**src/rtl/motor_ctrl_pkg.sv**
```systemverilog
// motor_ctrl_pkg: state encoding and direction constants shared by the motor speed sequencer
package motor_ctrl_pkg;
  localparam int STATE_W = 3;
  localparam logic DIR_CW = 1'b1;
  localparam logic DIR_CCW = 1'b0;
  typedef enum logic [STATE_W-1:0] {
    ST_IDLE      = 3'd0,
    ST_RUN       = 3'd1,
    ST_BRAKE     = 3'd2,
    ST_WAIT_STOP = 3'd3,
    ST_FAULT     = 3'd4
  } state_t;
endpackage

```
**src/rtl/ctrl_tick_gen.sv**
```systemverilog
// ctrl_tick_gen: free-running 0..UPDATE_PERIOD-1 counter, one-cycle o_tick at terminal count
// Ports: i_clk clock, i_rst_n async active-low reset, o_tick control update pulse
module ctrl_tick_gen #(
  parameter int UPDATE_PERIOD = 1000000
) (
  input  logic i_clk,
  input  logic i_rst_n,
  output logic o_tick
);
  localparam int CW = (UPDATE_PERIOD > 1) ? $clog2(UPDATE_PERIOD) : 1;
  logic [CW-1:0] r_cnt;
  assign o_tick = (r_cnt == CW'(UPDATE_PERIOD - 1));
  always_ff @(posedge i_clk or negedge i_rst_n)
    if (!i_rst_n) r_cnt <= '0;
    else r_cnt <= o_tick ? '0 : r_cnt + 1'b1;
endmodule

```
**src/rtl/motor_speed_sequencer.sv**
```systemverilog
// motor_speed_sequencer: slew-limited closed-loop duty regulator with safe brake-before-reverse sequencing
// Ports: S_AXI_ACLK/S_AXI_ARESETN clock and async active-low reset; ENABLE, DIR_RQ, TARGET_RPS,
//   FAULT_CLR software controls; MOTOR_FB_RPS measured speed; MOTOR_DC, DIR_SEL_RQ motor drive;
//   AT_SPEED, FAULT, STATE status. Define MOTOR_STALL_DETECT_EN to build the stall fault logic.
module motor_speed_sequencer
  import motor_ctrl_pkg::*;
#(
  parameter int PWM_DC_WIDTH  = 8,
  parameter int FB_WIDTH      = 16,
  parameter int UPDATE_PERIOD = 1000000,
  parameter int DC_STEP       = 4,
  parameter int DEADBAND      = 1,
  parameter int ZERO_TICKS    = 2,
  parameter int STALL_TICKS   = 16
) (
  input  logic                    S_AXI_ACLK,
  input  logic                    S_AXI_ARESETN,
  input  logic                    ENABLE,
  input  logic                    DIR_RQ,
  input  logic [FB_WIDTH-1:0]     TARGET_RPS,
  input  logic [FB_WIDTH-1:0]     MOTOR_FB_RPS,
  input  logic                    FAULT_CLR,
  output logic [PWM_DC_WIDTH-1:0] MOTOR_DC,
  output logic                    DIR_SEL_RQ,
  output logic                    AT_SPEED,
  output logic                    FAULT,
  output logic [STATE_W-1:0]      STATE
);
  localparam int DW = PWM_DC_WIDTH;
  localparam int ZW = $clog2(ZERO_TICKS + 1);
  localparam logic [DW:0] DC_MAX = {1'b0, {DW{1'b1}}};
  localparam logic [DW:0] STEP = (DW + 1)'(DC_STEP);
  localparam logic signed [FB_WIDTH:0] DB = (FB_WIDTH + 1)'(DEADBAND);
  logic                       w_tick;
  state_t                     r_state, w_state_n;
  logic [DW-1:0]              r_dc, w_dc_n;
  logic                       r_dir, w_dir_n;
  logic                       r_at, w_at_n;
  logic [ZW-1:0]              r_zc, w_zc_n;
  logic signed [FB_WIDTH:0]   w_err;
  logic [DW:0]                w_dc_up, w_dc_dn, w_dc_ext;
  logic                       w_fb_zero;
  ctrl_tick_gen #(.UPDATE_PERIOD(UPDATE_PERIOD)) u_tick (
    .i_clk   (S_AXI_ACLK),
    .i_rst_n (S_AXI_ARESETN),
    .o_tick  (w_tick)
  );
  // Error and saturating duty steps are computed one bit wider so they never wrap
  assign w_err     = $signed({1'b0, TARGET_RPS}) - $signed({1'b0, MOTOR_FB_RPS});
  assign w_fb_zero = (MOTOR_FB_RPS == '0);
  assign w_dc_ext  = {1'b0, r_dc};
  assign w_dc_up   = (w_dc_ext + STEP > DC_MAX) ? DC_MAX : w_dc_ext + STEP;
  assign w_dc_dn   = (w_dc_ext < STEP) ? '0 : w_dc_ext - STEP;
  assign MOTOR_DC   = r_dc;
  assign DIR_SEL_RQ = r_dir;
  assign AT_SPEED   = r_at;
  assign STATE      = r_state;
`ifdef MOTOR_STALL_DETECT_EN
  localparam int SW = $clog2(STALL_TICKS + 1);
  logic [SW-1:0] r_sc, w_sc_n;
  logic          r_fault, w_fault_n;
  assign FAULT = r_fault;
`else
  logic w_unused;
  assign w_unused = FAULT_CLR;
  assign FAULT = 1'b0;
`endif
  always_comb begin
    w_state_n = r_state;
    w_dc_n    = r_dc;
    w_dir_n   = r_dir;
    w_at_n    = 1'b0;
    w_zc_n    = r_zc;
`ifdef MOTOR_STALL_DETECT_EN
    w_sc_n    = (r_state == ST_RUN) ? r_sc : '0;
    w_fault_n = r_fault;
`endif
    case (r_state)
      ST_IDLE: begin
        w_dc_n  = '0;
        w_dir_n = DIR_RQ;
        if (ENABLE) w_state_n = ST_RUN;
      end
      ST_RUN: begin
        if (!ENABLE || DIR_RQ != r_dir) w_state_n = ST_BRAKE;
        else if (w_tick) begin
          w_at_n = (w_err <= DB) && (w_err >= -DB);
          w_dc_n = (w_err > DB) ? w_dc_up[DW-1:0] : (w_err < -DB) ? w_dc_dn[DW-1:0] : r_dc;
`ifdef MOTOR_STALL_DETECT_EN
          w_sc_n = (w_dc_ext == DC_MAX && w_fb_zero) ? r_sc + 1'b1 : '0;
          if (w_sc_n == SW'(STALL_TICKS)) begin
            w_fault_n = 1'b1;
            w_dc_n    = '0;
            w_at_n    = 1'b0;
            w_state_n = ST_FAULT;
          end
`endif
        end else w_at_n = r_at;
      end
      ST_BRAKE: begin
        w_zc_n = '0;
        if (r_dc == '0) w_state_n = ST_WAIT_STOP;
        else if (w_tick) w_dc_n = w_dc_dn[DW-1:0];
      end
      ST_WAIT_STOP: begin
        w_dc_n = '0;
        if (w_tick) begin
          w_zc_n = w_fb_zero ? r_zc + 1'b1 : '0;
          // Direction only flips here, with the duty already held at zero
          if (w_zc_n == ZW'(ZERO_TICKS)) begin
            w_zc_n    = '0;
            w_dir_n   = DIR_RQ;
            w_state_n = ENABLE ? ST_RUN : ST_IDLE;
          end
        end
      end
`ifdef MOTOR_STALL_DETECT_EN
      ST_FAULT: begin
        w_dc_n = '0;
        if (FAULT_CLR && !ENABLE) begin
          w_fault_n = 1'b0;
          w_state_n = ST_IDLE;
        end
      end
`endif
      default: w_state_n = ST_IDLE;
    endcase
  end
  always_ff @(posedge S_AXI_ACLK or negedge S_AXI_ARESETN)
    if (!S_AXI_ARESETN) begin
      r_state <= ST_IDLE;
      r_dc    <= '0;
      r_dir   <= DIR_CW;
      r_at    <= 1'b0;
      r_zc    <= '0;
`ifdef MOTOR_STALL_DETECT_EN
      r_sc    <= '0;
      r_fault <= 1'b0;
`endif
    end else begin
      r_state <= w_state_n;
      r_dc    <= w_dc_n;
      r_dir   <= w_dir_n;
      r_at    <= w_at_n;
      r_zc    <= w_zc_n;
`ifdef MOTOR_STALL_DETECT_EN
      r_sc    <= w_sc_n;
      r_fault <= w_fault_n;
`endif
    end
endmodule

```
**config.mk**
```make
export PLATFORM = sky130hd
export DESIGN_NAME = motor_speed_sequencer
export DESIGN_NICKNAME = d
export VERILOG_FILES = /design/src/rtl/motor_ctrl_pkg.sv /design/src/rtl/ctrl_tick_gen.sv /design/src/rtl/motor_speed_sequencer.sv
export SDC_FILE = /design/constraint.sdc
export NUM_CORES = 1
export LEC_CHECK = 0
export ABC_CLOCK_PERIOD_IN_PS = 2900
export CORE_MARGIN = 2
export CORE_UTILIZATION = 30
export CTS_CLUSTER_DIAMETER = 120
export DETAILED_ROUTE_END_ITERATION = 10
export GPL_TIMING_DRIVEN = 1
export PLACE_DENSITY = 0.61
export RECOVER_POWER = 25
export SLEW_MARGIN = 15
export SYNTH_ARGS = -nofsm -noshare
export SYNTH_HDL_FRONTEND = slang
export SYNTH_SLANG_ARGS = --single-unit
```
**constraint.sdc**
```tcl
create_clock -name S_AXI_ACLK -period 2.9 [get_ports S_AXI_ACLK]
set_input_delay 0.58 -clock S_AXI_ACLK [delete_from_list [all_inputs] [get_ports S_AXI_ACLK]]
set_output_delay 0.58 -clock S_AXI_ACLK [all_outputs]
set_load 0.05 [all_outputs]
```
### Word-level counts from Yosys, hierarchy flattened

Cells that the tools add are included.

| word-level totals | value |
|---|---|
| flip-flop bits (word level) | 35 |
| output and inout port bits | 14 |

| cells by class | value |
|---|---|
| add/sub/neg operators | 5 |
| magnitude comparators | 6 |
| equality and inequality tests | 17 |
| multiplexer cells | 27 |
| reductions and logical operators | 14 |

Operators by type and width:

| operator | number |
|---|---|
| $mux W8 | 8 |
| $pmux W8 S3 | 1 |
| $add A20 B1 Y20 const B | 1 |
| $eq A20 B20 Y1 const B | 1 |
| $mux W20 | 1 |
| $ge A17 B1 Y1 const B | 1 |
| $gt A17 B2 Y1 const B | 1 |
| $le A17 B2 Y1 const B | 1 |
| $lt A17 B1 Y1 const B | 1 |
| $sub A16 B16 Y17 | 1 |
| $logic_not A16 Y1 | 1 |
| $mux W3 | 5 |
| $ne A2 B2 Y1 const B | 6 |
| $pmux W3 S4 | 1 |
| $add A8 B3 Y9 const B | 1 |
| $gt A9 B8 Y1 const B | 1 |
| $logic_not A8 Y1 | 1 |
| $lt A8 B3 Y1 const B | 1 |
| $sub A8 B3 Y8 const B | 1 |
| $eq A3 B2 Y1 const B | 2 |
| $mux W1 | 6 |
| $mux W2 | 3 |
| $ne A2 B1 Y1 const B | 3 |
| $reduce_and A6 Y1 | 1 |
| other kinds (18) | 19 |

### Logic depth before layout (Yosys ltp)

Gate-level depths: netlist of the first run.

| logic depth | value |
|---|---|
| depth after elaboration | 7 |
| depth in mapped cells | 14 |
| gate-level depth less buffers | 13 |

### Cells and area by module

A second synthesis of the first run with hierarchy kept.

| unflattened totals | value |
|---|---|
| cell total of the unflattened synthesis | 412 |
| area total of the unflattened synthesis | 3,445.8 um^2 |

By module, submodules not included:

| module | times used | cells each | area an instance (um^2) | seq. area each (um^2) |
|---|---|---|---|---|
| motor_speed_sequencer | 1 | 315 | 2,399.8 | 351.6 |
| ctrl_tick_gen | 1 | 97 | 1,046.0 | 500.5 |

### Worst setup path after synthesis of the first run

Ideal clock, no wire load.

| path | value |
|---|---|
| path type | input to register |
| start point | in TARGET_RPS[0] |
| end point | reg r_dc[3] (netlist: MOTOR_DC[3]) |
| setup time | 128 ps |
| arrival | 3,520 ps |
| required time | 2,772 ps |
| path slack | -748 ps |
| stages | 13 |
| buffers on the path | 1 |
| cells stage by stage | inv_1 -> ha_1 -> fa_1 -> nand2b_1 -> a211oi_4 -> o211a_4 -> a211oi_2 -> or3_4 -> nor4b_4 -> a32oi_2 -> a31oi_4 -> buf_6 -> mux2_1 |

| between the ends | value |
|---|---|
| longest elaborated chain between the ends | 6 |
| elaborated cells between the ends (all ways) | 9 |
| classes of those cells | add/sub: 1; order compare: 2; eq/ne: 1; mux: 4; reduce/logical: 1 |

Ends and longest elaborated chain:

| element | line | RTL |
|---|---|---|
| start: declaration | motor_speed_sequencer.sv:20 | `input logic [FB_WIDTH-1:0] TARGET_RPS,` |
| $sub A16 B16 Y17 (*) | motor_speed_sequencer.sv:49 | `assign w_err = $signed({1'b0, TARGET_RPS}) - $signed({1'b0, MOTOR_FB_RPS});` |
| $gt A17 B2 Y1 | motor_speed_sequencer.sv:88 | `w_dc_n = (w_err > DB) ? w_dc_up[DW-1:0] : (w_err < -DB) ? w_dc_dn[DW-1:0] : r_dc;` |
| $mux W8 | motor_speed_sequencer.sv:88 |  |
| $mux W8 | motor_speed_sequencer.sv:86 | `else if (w_tick) begin` |
| $mux W8 | motor_speed_sequencer.sv:85 | `if (!ENABLE \|\| DIR_RQ != r_dir) w_state_n = ST_BRAKE;` |
| $pmux W8 S3 | motor_speed_sequencer.sv:78 | `case (r_state)` |
| end signal: assignment | motor_speed_sequencer.sv:142 | `r_dc <= w_dc_n;` |
| end: declaration | motor_speed_sequencer.sv:36 | `logic [DW-1:0] r_dc, w_dc_n;` |

Every way passes the cells marked *; elsewhere a longest branch is shown, timed or not. The select of a mux whose other input is x is not followed.
A chain may end at the register's enable or synchronous reset.

### Final worst setup path of the first run

Ends and elaborated chain as after synthesis.

==> results.toml, run 1 <==
[placed_design]
place_inst = 623
placed_area_um2 = 4310
gpl.final_weighted_congestion = 0.837
detailedPlacementHpwl_um = 7030
place_worst_setup_slack_ns = -1.13
place.port_buffers = 47

[yosys]
ys.warnings.count = 0
cell_type_with_the_highest_aggregate_area_in_the_netlist = "sky130_fd_sc_hd__dfrtp_1"
edff_count_synth = 0
synthesis.instances = 388
seq_area_frac_synth_pct = 26.4
postSynthRegisterBits = 34
synthesis.area_um2 = 3230
synth_top_cell_area_share_pct = 25.6
synth_flop_cell = "sky130_fd_sc_hd__dfrtp_1"
synthesis.area_per_instance_um2 = 8.32
yosys-top-cells-area = "sky130_fd_sc_hd__dfrtp_1, sky130_fd_sc_hd__ha_1, sky130_fd_sc_hd__inv_1"
synthDistinctLibCells = 68
async_flop_share_pct = 100

[min_path]
timing.hold.worst.class = "reg -> reg"
min_delay_worst_endpoint = "u_tick.r_cnt[4]$_DFF_PN0_"
min_delay_path_depth = 1
min_from = "u_tick.r_cnt[4]$_DFF_PN0_"

[grt]
globalRouteMet2Util_pct = 28.1
grt_first_pass_wirelength_um = 15200
gr_util_all_layers_pct = 16.0
grt_antenna_before_repair = 0
grtUsageMet1_pct = 20.2
grt_remaining_overflow = 0
number_of_global_route_vias_before_repair = 3302
global_route.usage.met3_pct = 2.66
grt_start_max_net_pins = 35
grt.busiest_layer = "met2"

[job]
maxCapViolations = 1

[routing]
drt-initial-drc-count = 159
first_pass_iters = 5
postRouteAntennaNets = 0
route.detailed.wl_per_inst_um = 14.5
drcViolationCount = 0
postRouteWirelength_um = 9310
vias = 3370
via_per_inst = 5.23

[worst_setup_path]
timing.critical_path.required_ns = 3.07
crit_path_end_kind = "flip-flop"
timing.reg2reg.worst_path_depth = 10
crit_arrival_ns = 3.45
crit_fanout = 3
reg2reg_slack_ns = 0.49
startpoint_type = "primary input"
criticalPathCategory = "in -> reg"
rr_startpoint = "u_tick.r_cnt[15]$_DFF_PN0_"
rr_endpoint = "MOTOR_DC[0]$_DFFE_PN0P_"

[sta]
min_period_over_period_pct = 113
timing.final.setup_violations = 9
final-hold-violation-count = 0
final.setup_skew_ns = 0.00779
min_period_ns = 3.28
setup_tns_ns = -2.68
achievable-frequency_mhz = 305
final_max_slew_viol_count = 35
grt_setup_unrepaired = "true"
worst_slew_margin_rel_pct = -22.6
finalWorstSetupSlack_ns = -0.384
worst_slew_pin_slew_ns = 1.84

[outcome]
failing_checks = "max-capacitance violations, max-slew violations, negative setup slack"
status = "finished with violations"

[die]
die-area_um2 = 11600
die_height_um = 108
floorplan.rows = 37
core_um2 = 10400
die_w_um = 108
floorplan.initialDensity_pct = 31.1
io_pins = 51

[pwr]
powerDensity_nw_per_um2 = 285
leakagePower_nw = 2.07
design_power_total_w = 0.00138
ir_drop_uv = 218

[cts]
clock_tree_from_tritoncts = "built"
worstSkewPairLatency_ns = 0.29
cts_made_buffers = 5
clk_root_buffer_cell = "sky130_fd_sc_hd__clkbuf_8"
cts.path.max_buffers = 2
worst_setup_hold_path_clk_slew_ns = 0.07
cts_max_level = 2
number_of_clock_sinks_seen_by_cts = 34

[finish]
post_route_design_area_um2 = 4830
insertedDiodeCount = 0
area.growth.synth_to_final_pct = 49.7
non_filler_cells_in_the_finished_layout = 644
finish.net_count = 570
post_route_cells_drive_above_1_share_pct = 32.3
[power breakdown]
| part | leakage [nW] | total [W] | switching (W) | internal (W) |
|---|---|---|---|---|
| clock | 0.0472 | 0.000369 | 0.000178 | 0.000191 |
| combinational | 1.58 | 0.000532 | 0.000255 | 0.000277 |
| sequential | 0.447 | 0.000476 | 0.000000664 | 0.000475 |
| total | 2.07 | 0.00138 | 0.000434 | 0.000943 |
[routing by layer]
metal  vias to the layer above  routed length, um
li1                       1645                  -
met1                      1638               4200
met2                        69               4620
met3                        18                313
met4                         0                185
met5                         -                  0
[synthesized netlist by cell type (all sizes together) (7+ instances only)]
cell type,n
o21ai,14
or3,7
xnor2,13
ha,25
xor2,13
nor2,34
nor4,12
nand2,32
dfrtp,33
buf,9
a21oi,26
nand4,8
nand3,14
nor2b,7
and3,8
inv,33
nor3,9
[flip-flops by register name, summed over array words and instances, names as in the netlist]
name / cells
AT_SPEED: 1
u_tick.r_cnt: 20
MOTOR_DC: 8
r_zc: 2
DIR_SEL_RQ: 1
STATE: 2
[metrics by stage]
| step | hold slack, ns | utilization [%] |
|---|---|---|
| after detailed placement | 0.456 | 41.5 |
| after CTS | 0.474 | 45.1 |
| after global routing | 0.495 | 46.6 |
| after floorplan | 0.284 | - |
| final | 0.475 | 46.6 |
| after global placement | 0.463 | 41.5 |
[logic make-up after synthesis]
kind of cell / share of synthesized area, %
and+or+nand+nor: 26.3
AOI/OAI and AO/OA: 21.7
buffers and inverters: 5.78
DFF: 26.4
adders and majority gates: 10.3
xor gates and xnor gates: 7.06
muxes: 2.37
other: 0.116
[worst max-delay path, stage by stage]
cell,delay (ns)
sky130_fd_sc_hd__buf_8,0.08
sky130_fd_sc_hd__inv_8,0.03
sky130_fd_sc_hd__ha_4,0.15
sky130_fd_sc_hd__fa_2,0.39
sky130_fd_sc_hd__nand2b_4,0.16
sky130_fd_sc_hd__a211oi_4,0.29
sky130_fd_sc_hd__o211a_4,0.21
sky130_fd_sc_hd__a211oi_2,0.04
sky130_fd_sc_hd__or3_4,0.39
sky130_fd_sc_hd__nor4b_4,0.30
sky130_fd_sc_hd__a32oi_2,0.19
sky130_fd_sc_hd__a31oi_4,0.23
sky130_fd_sc_hd__buf_6,0.14
sky130_fd_sc_hd__mux2_4,0.28
[repair_timing]
item,in CTS,in global routing
buffers inserted,8,6
pin swaps,33,26
setup endpoints to repair,9,9
resized for setup,83,32
hold buffers,0,0
[layout by cell type, fill, tap and decap left out, drive strengths merged, types with 8 or more instances in the layout]
master / n
nor3: 9
inv: 33
dlygate4sd2: 20
a21oi: 26
clkbuf: 9
nand2: 32
nor4: 12
nand4: 8
ha: 25
o21ai: 14
xnor2: 13
and3: 8
dfrtp: 33
xor2: 13
clkdlybuf4s50: 21
nand3: 14
buf: 76
nor2: 34
[final cells by class]
class | count | area (um2)
Fill cell | 994 | 5540
Multi-Input combinational cell | 311 | 2550
Timing Repair Buffer | 122 | 1030
Sequential cell | 34 | 852
Tap cell | 136 | 170
Inverter | 33 | 131
Clock buffer | 6 | 82.6
Clock inverter | 2 | 12.5
[how the worst max path moves through the flow]
stage | startpoint | endpoint | slack, ns | cells past startpoint
after floorplan | TARGET_RPS[0] | MOTOR_DC[3]$_DFFE_PN0P_ | -0.53 | 13
after global placement | TARGET_RPS[0] | MOTOR_DC[0]$_DFFE_PN0P_ | -1.10 | 16
after detailed placement | TARGET_RPS[0] | MOTOR_DC[7]$_DFFE_PN0P_ | -1.13 | 15
after CTS | TARGET_RPS[0] | MOTOR_DC[7]$_DFFE_PN0P_ | -0.39 | 15
after global routing | MOTOR_FB_RPS[0] | MOTOR_DC[3]$_DFFE_PN0P_ | -0.46 | 13
final | TARGET_RPS[0] | MOTOR_DC[3]$_DFFE_PN0P_ | -0.38 | 14
Power figures use the tool's default switching activity.
==> inputs of run 2 (changes only) <==
CAP_MARGIN = 20   (was unset)
==> results of run 2 <==
Same layout as run 1: the final DEF is identical, and so are final timing and power.
